$ cat src/rtl/inst_buffer_pkg.sv
// -----------------------------------------------------------------------------
// inst_buffer_pkg
// Shared definitions for the fetch-to-decode instruction buffer.
//   DEFAULT_WORD_SIZE : default instruction word width
//   DEFAULT_DEPTH     : default number of buffer entries
//   NOP_FILL          : bit value replicated to form the NOP encoding
//   NOP_INST          : NOP encoding at the default width (all ones, unused
//                       by the ISA)
// -----------------------------------------------------------------------------
package inst_buffer_pkg;

    localparam int DEFAULT_WORD_SIZE = 16;
    localparam int DEFAULT_DEPTH     = 4;

    // The NOP is all ones at any width; users build it as {W{NOP_FILL}}.
    localparam logic                         NOP_FILL = 1'b1;
    localparam logic [DEFAULT_WORD_SIZE-1:0] NOP_INST = {DEFAULT_WORD_SIZE{NOP_FILL}};

endpackage : inst_buffer_pkg

$ cat src/rtl/inst_buffer_if.sv
// -----------------------------------------------------------------------------
// inst_buffer_if
// Handshake bundle between fetch, the instruction buffer and decode.
//   flush      : discard all buffered entries (highest priority)
//   push_valid : fetch offers push_inst
//   push_inst  : instruction word from fetch
//   push_ready : buffer can accept a word
//   pop_valid  : inst holds a valid instruction
//   pop_ready  : decode consumes inst this cycle
//   inst       : head instruction, or NOP when not valid
//   count      : number of stored entries
// Modports: master = fetch/decode environment, slave = the buffer.
// -----------------------------------------------------------------------------
interface inst_buffer_if
    import inst_buffer_pkg::*;
#(
    parameter int WORD_SIZE = DEFAULT_WORD_SIZE,
    parameter int DEPTH     = DEFAULT_DEPTH
);

    logic                         flush;
    logic                         push_valid;
    logic [WORD_SIZE-1:0]         push_inst;
    logic                         push_ready;
    logic                         pop_valid;
    logic                         pop_ready;
    logic [WORD_SIZE-1:0]         inst;
    logic [$clog2(DEPTH+1)-1:0]   count;

    modport master (
        output flush, push_valid, push_inst, pop_ready,
        input  push_ready, pop_valid, inst, count
    );

    modport slave (
        input  flush, push_valid, push_inst, pop_ready,
        output push_ready, pop_valid, inst, count
    );

endinterface : inst_buffer_if

$ cat src/rtl/inst_buffer_mem.sv
// -----------------------------------------------------------------------------
// inst_buffer_mem
// DEPTH x WORD_SIZE register array, one synchronous write port and one
// asynchronous read port.
//   clk     : write clock
//   wr_en   : write enable
//   wr_addr : write address
//   wr_data : write data
//   rd_addr : read address
//   rd_data : combinational read data
// -----------------------------------------------------------------------------
module inst_buffer_mem #(
    parameter int WORD_SIZE = 16,
    parameter int DEPTH     = 4,
    localparam int PTR_W    = $clog2(DEPTH)
) (
    input  logic                 clk,
    input  logic                 wr_en,
    input  logic [PTR_W-1:0]     wr_addr,
    input  logic [WORD_SIZE-1:0] wr_data,
    input  logic [PTR_W-1:0]     rd_addr,
    output logic [WORD_SIZE-1:0] rd_data
);

    logic [WORD_SIZE-1:0] mem [DEPTH];

    // NOTE: storage has no reset; entries are only read once the pointers
    // say they were written, so clearing them buys nothing.
    always_ff @(posedge clk) begin
        if (wr_en) begin
            mem[wr_addr] <= wr_data;
        end
    end

    assign rd_data = mem[rd_addr];

endmodule : inst_buffer_mem

$ cat src/rtl/inst_buffer.sv
// -----------------------------------------------------------------------------
// inst_buffer
// FIFO instruction buffer between fetch and decode with valid/ready
// handshakes on both sides and a flush that empties it and presents NOP.
//   clk     : clock, all state changes on posedge
//   reset_n : asynchronous active-low reset (pointers and count clear)
//   bus     : inst_buffer_if.slave handshake bundle (see inst_buffer_if)
// Optional feature macro: INST_BUFFER_BYPASS_EN
//   When defined, a word offered to an empty buffer appears on inst in the
//   same cycle; if decode takes it, it is never stored.
//   When undefined, minimum push-to-inst latency is one cycle.
// -----------------------------------------------------------------------------
module inst_buffer
    import inst_buffer_pkg::*;
#(
    parameter int WORD_SIZE = DEFAULT_WORD_SIZE,
    parameter int DEPTH     = DEFAULT_DEPTH
) (
    input  logic         clk,
    input  logic         reset_n,
    inst_buffer_if.slave bus
);

    localparam int                   PTR_W      = $clog2(DEPTH);
    localparam int                   CNT_W      = $clog2(DEPTH + 1);
    localparam logic [CNT_W-1:0]     FULL_COUNT = CNT_W'(DEPTH);
    localparam logic [WORD_SIZE-1:0] NOP        = {WORD_SIZE{NOP_FILL}};

    logic [PTR_W-1:0]     rd_ptr;
    logic [PTR_W-1:0]     wr_ptr;
    logic [CNT_W-1:0]     count_q;
    logic [WORD_SIZE-1:0] head;

    logic                 empty;
    logic                 push_ready_int;
    logic                 pop_valid_int;
    logic                 bypass_hit;
    logic                 push_store;
    logic                 pop_store;
    logic [WORD_SIZE-1:0] inst_int;

    inst_buffer_mem #(
        .WORD_SIZE (WORD_SIZE),
        .DEPTH     (DEPTH)
    ) u_mem (
        .clk     (clk),
        .wr_en   (push_store),
        .wr_addr (wr_ptr),
        .wr_data (bus.push_inst),
        .rd_addr (rd_ptr),
        .rd_data (head)
    );

    assign empty = (count_q == '0);

    // Full means full: a pop in the same cycle does not open a slot.
    assign push_ready_int = (count_q != FULL_COUNT);

    always_comb begin
        // NOTE: every output of this block gets a default first, so no path
        // leaves one unassigned and no latch is inferred.
        bypass_hit    = 1'b0;
        pop_valid_int = !empty && !bus.flush;
        inst_int      = NOP;

`ifdef INST_BUFFER_BYPASS_EN
        if (empty && bus.push_valid && !bus.flush) begin
            bypass_hit    = 1'b1;
            pop_valid_int = 1'b1;
        end
`endif

        if (bypass_hit) begin
            inst_int = bus.push_inst;
        end else if (pop_valid_int) begin
            inst_int = head;
        end

        // A bypassed word taken by decode is consumed without being stored.
        push_store = bus.push_valid && push_ready_int && !bus.flush
                     && !(bypass_hit && bus.pop_ready);
        // Pops only retire stored entries; a bypass hit leaves rd_ptr alone.
        pop_store  = pop_valid_int && bus.pop_ready && !empty;
    end

    // NOTE: state registers use non-blocking assignments so every flop
    // samples the pre-edge values regardless of statement order.
    always_ff @(posedge clk or negedge reset_n) begin
        if (!reset_n) begin
            rd_ptr  <= '0;
            wr_ptr  <= '0;
            count_q <= '0;
        end else if (bus.flush) begin
            rd_ptr  <= '0;
            wr_ptr  <= '0;
            count_q <= '0;
        end else begin
            if (push_store) begin
                wr_ptr <= wr_ptr + 1'b1;
            end
            if (pop_store) begin
                rd_ptr <= rd_ptr + 1'b1;
            end
            case ({push_store, pop_store})
                2'b10:   count_q <= count_q + 1'b1;
                2'b01:   count_q <= count_q - 1'b1;
                default: count_q <= count_q;
            endcase
        end
    end

    assign bus.push_ready = push_ready_int;
    assign bus.pop_valid  = pop_valid_int;
    assign bus.inst       = inst_int;
    assign bus.count      = count_q;

endmodule : inst_buffer

$ cat src/flat_wrapper.sv
// flat-port wrapper written by rule: the top's interface ports become plain ports
module inst_buffer_flat import inst_buffer_pkg::*;
#(
    parameter int WORD_SIZE = DEFAULT_WORD_SIZE,
    parameter int DEPTH     = DEFAULT_DEPTH
)
  (clk, reset_n, bus_flush, bus_push_valid, bus_push_inst, bus_pop_ready, bus_push_ready, bus_pop_valid, bus_inst, bus_count);
  inst_buffer_if #(.WORD_SIZE(WORD_SIZE), .DEPTH(DEPTH)) bus_i ();
  input  logic clk;
  input  logic reset_n;
  input wire logic [$bits(bus_i.flush)-1:0] bus_flush;
  input wire logic [$bits(bus_i.push_valid)-1:0] bus_push_valid;
  input wire logic [$bits(bus_i.push_inst)-1:0] bus_push_inst;
  input wire logic [$bits(bus_i.pop_ready)-1:0] bus_pop_ready;
  output wire logic [$bits(bus_i.push_ready)-1:0] bus_push_ready;
  output wire logic [$bits(bus_i.pop_valid)-1:0] bus_pop_valid;
  output wire logic [$bits(bus_i.inst)-1:0] bus_inst;
  output wire logic [$bits(bus_i.count)-1:0] bus_count;
  assign bus_i.flush = bus_flush;
  assign bus_i.push_valid = bus_push_valid;
  assign bus_i.push_inst = bus_push_inst;
  assign bus_i.pop_ready = bus_pop_ready;
  assign bus_push_ready = bus_i.push_ready;
  assign bus_pop_valid = bus_i.pop_valid;
  assign bus_inst = bus_i.inst;
  assign bus_count = bus_i.count;
  inst_buffer #(.WORD_SIZE(WORD_SIZE), .DEPTH(DEPTH)) u_core (.clk(clk), .reset_n(reset_n), .bus(bus_i));
endmodule
$ cat config.mk
export PLATFORM = sky130hd
export DESIGN_NAME = inst_buffer_flat
export DESIGN_NICKNAME = d
export VERILOG_FILES = /design/src/rtl/inst_buffer_pkg.sv /design/src/rtl/inst_buffer_if.sv /design/src/rtl/inst_buffer_mem.sv /design/src/rtl/inst_buffer.sv /design/src/flat_wrapper.sv
export SDC_FILE = /design/constraint.sdc
export NUM_CORES = 1
export LEC_CHECK = 0
export ABC_CLOCK_PERIOD_IN_PS = 3300
export CORE_MARGIN = 2
export CORE_UTILIZATION = 54
export DETAILED_ROUTE_END_ITERATION = 7
export PLACE_DENSITY = 0.87
export SETUP_SLACK_MARGIN = 0.05
export SLEW_MARGIN = 5
export SYNTH_ARGS = -nofsm -noshare
export SYNTH_HDL_FRONTEND = slang
export SYNTH_SLANG_ARGS = --single-unit
$ cat constraint.sdc
create_clock -name clk -period 3.3 [get_ports clk]
set_input_delay 0.66 -clock clk [delete_from_list [all_inputs] [get_ports clk]]
set_output_delay 0.66 -clock clk [all_outputs]
set_load 0.01 [all_outputs]
======== Word level (Yosys, flattened, before mapping) ========
Memories as Yosys holds them, arrays and structs flattened.
Index checks and enable logic that the tools add are counted.
storage, ports and cells
  bits in registers ....................... 7
  bits in writable memories ............... 64
  bits of input ports ..................... 21
  output and inout bits ................... 21
  word-level logic and storage cells ...... 31
  memories kept ........................... 1
memory list
  name              words  width  read ports  clocked after Yosys merged registers in  write ports  line                   RTL
  u_core.u_mem.mem  4      16     1           0                                        1            inst_buffer_mem.sv:25  logic [WORD_SIZE-1:0] mem [DEPTH];
cells by class
  $add $sub $neg .......................... 4
  equality and inequality tests ........... 3
  multiplexer cells ....................... 9
  reductions and logical operators ........ 11
operators with widths
  operator                                                             count
  16-bit two-way mux                                                   1
  2-bit two-way mux                                                    4
  3-bit case mux with 2 select lines                                   1
  1-bit logical AND                                                    5
  2-bit by 1-bit adder with 2-bit output (second input constant)       2
  2-bit nonzero test                                                   2
  3-bit by 1-bit adder with 3-bit output (second input constant)       1
  3-bit zero test                                                      1
  3-bit two-way mux                                                    1
  3-bit inequality test (second input constant)                        1
  3-bit nonzero test                                                   1
  3-bit by 1-bit subtractor with 3-bit output (second input constant)  1
  2-bit by 1-bit == test with 1-bit output (second input constant)     1
  2-bit == test (second input constant)                                1
  1-bit zero test                                                      2
  1-bit two-way mux                                                    2

======== Logic depth before layout (Yosys ltp) ========
  depth in word-level cells ............... 8
  depth in mapped cells ................... 8
  depth with buffers taken out ............ 7

======== Cells and area by module ========
A second synthesis with hierarchy kept.
second synthesis, totals
  cells, all modules ...................... 148
  area, all modules ....................... 2914.0 sq um
modules (own cells, without submodules)
  module           times used  cells an instance  area each (sq um)  seq. area each (sq um)
  inst_buffer_mem  1           88                 2377.3             1921.8
  inst_buffer      1           60                 536.8              175.2

======== Worst setup path after synthesis ========
Ideal clock, no wire load.
  path type ............................... input-to-reg
  from .................................... in bus_push_valid
  to ...................................... mem u_core.u_mem.mem[0][0] (enable)
  setup time .............................. 0.413 ns
  arrival time ............................ 2.378 ns
  required time ........................... 2.887 ns
  slack ................................... 0.509 ns
  cell stages on the path ................. 3
  path buffers ............................ 1
  cell sequence ........................... clkbuf_1 > nand2_1 > nor3b_1
between the ends
  longest elaborated chain between the ends .. 4
ends and longest elaborated chain
  element                                  line                   RTL
  start, declared                          flat_wrapper.sv:12     input wire logic [$bits(bus_i.push_valid)-1:0] bus_push_valid;
  1-bit logical AND (2 in series)          inst_buffer.sv:80      push_store = bus.push_valid && push_ready_int && !bus.flush
  1-bit two-way mux                        inst_buffer_mem.sv:30  if (wr_en) begin
  1-bit two-way mux (implied by the code)  inst_buffer_mem.sv:31  mem[wr_addr] <= wr_data;
  end, declared                            inst_buffer_mem.sv:25
No other way between the ends.

======== Worst setup path in the final report ========
  from .................................... reg u_core.rd_ptr[0]
  to ...................................... out bus_inst[9]
between the ends
  longest elaborated chain between the ends .. 2
ends and longest elaborated chain
  element                 line                RTL
  start, declared         inst_buffer.sv:29   logic [PTR_W-1:0] rd_ptr;
  start signal, assigned  inst_buffer.sv:102  rd_ptr <= rd_ptr + 1'b1;
  memory 4 x 16 bit       n/a
  16-bit two-way mux      inst_buffer.sv:75   end else if (pop_valid_int) begin
  end, declared           flat_wrapper.sv:17  output wire logic [$bits(bus_i.inst)-1:0] bus_inst;
No other way between the ends.

==> results.sh <==
export IMPL_outcome="finished, final reports clean"
export IMPL_mappedNetlistArea_um2=3020
export IMPL_cp_num_cells=4
export IMPL_clk_path_buf_depth=2
export IMPL_synthDominantCellAreaShare=0.637
export IMPL_ys_flop_type="edfxtp_1"
export IMPL_grt_first_pass_wirelength_mm=8.67
export IMPL_clkSlewWorstSetupHoldPaths_ns=0.07
export IMPL_drt_iter0_drc=122
export IMPL_setup_repair_after_global_routing_missed_its_margin="false"
export IMPL_worstHoldPathType="input pin to async pin"
export IMPL_min_period_ns=3.15
export IMPL_ctsRootBufferMaster="clkbuf_8"
export IMPL_synth_top_family_by_area="multiplexers"
export IMPL_tritoncts_clock_tree="built"
export IMPL_crit_type="flop to output pin"
export IMPL_synthMuxAreaShare=0.133
export IMPL_globalRouteOverflowTotal=0
export IMPL_worst_ep_arrival_time_ns=2.49
export IMPL_syn_num_nets=193
export IMPL_number_of_enable_flip_flop_cells_after_synthesis=64
export IMPL_synthTopCellsByArea="edfxtp_1 (64%), mux4_1 (7.0%), mux4_2 (6.0%)"
export IMPL_top_sig_layer="met4"
export IMPL_power_net_switching_mw=0.426
export IMPL_power_internal_mw=1.42
export IMPL_detail_route_drc_violations=0
export IMPL_route_antenna_remaining_nets=0
export IMPL_ys_top_cells_by_count="edfxtp_1 (64), or3_1 (16), mux4_1 (8), mux4_2 (8)"
export IMPL_synth_async_sr_flop_share=0.0986
export IMPL_drive_above_1_share=0.178
export IMPL_sw_frac_of_total=0.231
export IMPL_dieWidth_um=78.7
export IMPL_number_of_clock_sinks=71
export IMPL_drt_total_wl_mm=5.28
export IMPL_m1WireLength_mm=2.31
export IMPL_tritoncts_buffers=9
export IMPL_post_drt_wl_per_cell_um=17.8
export IMPL_first_global_vias=1734
export IMPL_worst_path_dominant_cell_family="buffers and inverters"
export IMPL_core_area_um2=5440
export IMPL_final_period_utilization=0.955
export IMPL_comb_power_share=0.136
export IMPL_met3WireLength_um=282
export IMPL_number_of_i_o_port_buffers=41
export IMPL_cts_hold_buffers_added=0
export IMPL_die_outline_area_um2=6200
export IMPL_met2_wirelength_mm=2.56
export IMPL_final_critical_path_setup_slack_ns=0.147
export IMPL_pwr_density_cell_nw_per_um2=492
export IMPL_max_slew_worst_pin_slew_ns=0.409
export IMPL_syn_avg_cell_area_um2=18.1
export IMPL_synth_largest_area_cell="edfxtp_1"
export IMPL_crit_path_max_incr_delay_ns=0.58
export IMPL_final_nets=246
export IMPL_slowest_stage_cell_cp="mux4_1"
export IMPL_ir_drop_uv=336
export IMPL_pre_cts_ws_ns=0.465
export IMPL_postCtsResizedCells=0
export IMPL_drv_max_cap_violation_count=0
export IMPL_power_static_leakage_nw=1.26
export IMPL_slew_limit_headroom=0.727
export IMPL_worstPathMaxFanout=12
export IMPL_r2r_cells=7
export IMPL_slew_violations=0
export IMPL_insertion_delay_ns=0.34
export IMPL_synth_simple_gate_area_frac=0.0738
export IMPL_num_antenna_cells=0
export IMPL_synth_lib_cells_used_distinct=33
export IMPL_yosysSeqAreaShare=0.695
export IMPL_critical_path_cell_chain="buf_12 -> mux4_1 -> or3_1 -> clkdlybuf4s50_1"
export IMPL_yosys_register_bits=71
export IMPL_synth_fa_ha_area_frac=0.0232
export IMPL_core_rowCount=27
export IMPL_worst_ep_required_time_ns=2.64
export IMPL_max_clock_freq_ghz=0.317
export IMPL_proportion_of_power_drawn_by_flip_flops_and_latches=0.561
export IMPL_setup_fix_bufs_post_cts=0
export IMPL_vias_per_cell=5.62
export IMPL_cp_start_kind="flop"
export IMPL_drt_pass1_iterations=4
export IMPL_track_usage=0.193
export IMPL_setup_worst_path_end_class="output pin"
export IMPL_power_share_of_the_clock_group=0.303
export IMPL_buffers_inverters_on_critical_path=2
export IMPL_timing_clock_skew_ns=0.00489
export IMPL_area_share_of_xor_xnor_cells_in_the_synthesized_design=0.00871
export IMPL_h_tree_depth=3
export IMPL_finalHoldViolations=0
export IMPL_grt_start_max_net_pins=29
export IMPL_place_hpwl_mm=3.47
export IMPL_areaGrowthSynthToFinish_pct=24.1
export IMPL_design_portCount=42
export IMPL_floorplan_initialDensity=0.555
export IMPL_setup_violations=0
export IMPL_ys_warn_count=0
export IMPL_antenna_found_initial=0
export IMPL_number_of_cells_produced_by_synthesis=167
export IMPL_setup_tns_final_ns=0
export IMPL_synth_most_common_cell="edfxtp_1"
export IMPL_dr_total_vias=1670
export IMPL_finalWeightedCongestion=0.850
export IMPL_synth_compound_area_share=0.0332
export IMPL_chipHeight_um=78.7
==> metrics by stage <==
stage	util	area, µm²	power [mW]	hold WS, ns	std cells
global route	0.688	3740	1.93	0.603	297
finish	0.688	3740	1.84	0.588	297
CTS	0.688	3740	1.86	0.587	297
global placement	0.660	3590	1.30	0.588	281
detailed placement	0.660	3590	1.30	0.604	281
floorplan	-	3020	1.19	0.364	167
==> cell type report <==
cell class / count / area [µm²]
clock inverters: 5 / 25.0
multi-input cells: 77 / 841
flip-flops and latches: 71 / 2100
well taps: 72 / 90.1
fillers: 345 / 1700
clock buffers: 11 / 131
repair buffers: 54 / 533
inverters: 7 / 26.3
==> cells by family (layout without fill, tap and decap cells) <==
kind of cell	Yosys count	count (layout)
flops	71	71
fa+ha+maj	5	5
compound gates	15	15
buf+inv	19	77
xor+xnor	3	3
mux	17	17
simple gates	37	37
==> power by group through the flow <==
stage          Combinational, mW  Clock [mW]  Sequential (mW)
2_1_floorplan              0.151           0             1.04
3_3_place_gp               0.247           0             1.05
3_5_place_dp               0.252           0             1.05
4_1_cts                    0.254       0.571             1.03
5_1_grt                    0.273       0.616             1.04
6_report                   0.251       0.558             1.03
==> final timing paths <==
check                                                startpoint                               to  slack, ns
max in group asynchronous                               reset_n  u_core.bus.count[2]$_DFFE_PN0P_       2.46
worst min-delay path                                    reset_n     u_core.rd_ptr[1]$_DFFE_PN0P_       0.59
min in group clk                   u_core.wr_ptr[0]$_DFFE_PN0P_     u_core.wr_ptr[0]$_DFFE_PN0P_       0.61
worst max register to register  u_core.bus.count[0]$_DFFE_PN0P_  u_core.bus.count[1]$_DFFE_PN0P_       1.03
worst min register to register     u_core.wr_ptr[0]$_DFFE_PN0P_     u_core.wr_ptr[0]$_DFFE_PN0P_       0.61
worst max-delay path               u_core.rd_ptr[0]$_DFFE_PN0P_                      bus_inst[9]       0.15
==> cell usage in the layout (no fill, tap or decap) <==
| master | instances |
|---|---|
| clkinv_2 | 2 |
| or2_2 | 1 |
| nand2_1 | 2 |
| clkbuf_1 | 2 |
| mux2_2 | 1 |
| o21ai_0 | 2 |
| and2_0 | 1 |
| or3_1 | 16 |
| fa_1 | 1 |
| edfxtp_1 | 64 |
| nand2b_1 | 1 |
| mux4_2 | 8 |
| ha_1 | 4 |
| xnor2_1 | 1 |
| a211oi_1 | 1 |
| clkdlybuf4s50_1 | 41 |
| and3_1 | 1 |
| nor3b_2 | 4 |
| clkinv_1 | 2 |
| o31ai_1 | 1 |
| o2111ai_1 | 2 |
| nor3b_1 | 2 |
| buf_12 | 2 |
| o311ai_0 | 1 |
| a221oi_1 | 1 |
| inv_1 | 7 |
| buf_4 | 11 |
| a21oi_1 | 4 |
| nor2_1 | 4 |
| o22ai_1 | 2 |
| nor3_2 | 1 |
| dfrtp_1 | 7 |
| clkinvlp_4 | 1 |
| xor2_1 | 2 |
| clkbuf_8 | 9 |
| mux4_1 | 8 |
| a22oi_1 | 1 |
| nand3_1 | 4 |
==> routing by layer <==
layer	track usage	up-vias
met5	0	-
met4	0.102	0
met3	0.0432	14
met2	0.294	57
met1	0.263	825
li1	-	774
==> state kept, by name (all words and copies together), names as in the netlist <==
register          cells
u_core.bus.count      3
u_core.u_mem.mem     64
u_core.wr_ptr         2
u_core.rd_ptr         2
==> worst reg2reg max path, stage by stage (launching register included) <==
cell and delay, ns:
dfrtp_1 0.59, nor3b_1 0.14, inv_1 0.15, nand2_1 0.19, and3_1 0.26, fa_1 0.50
o2111ai_1 0.11, a211oi_1 0.24
No activity file was read; power rests on OpenSTA's default activity.
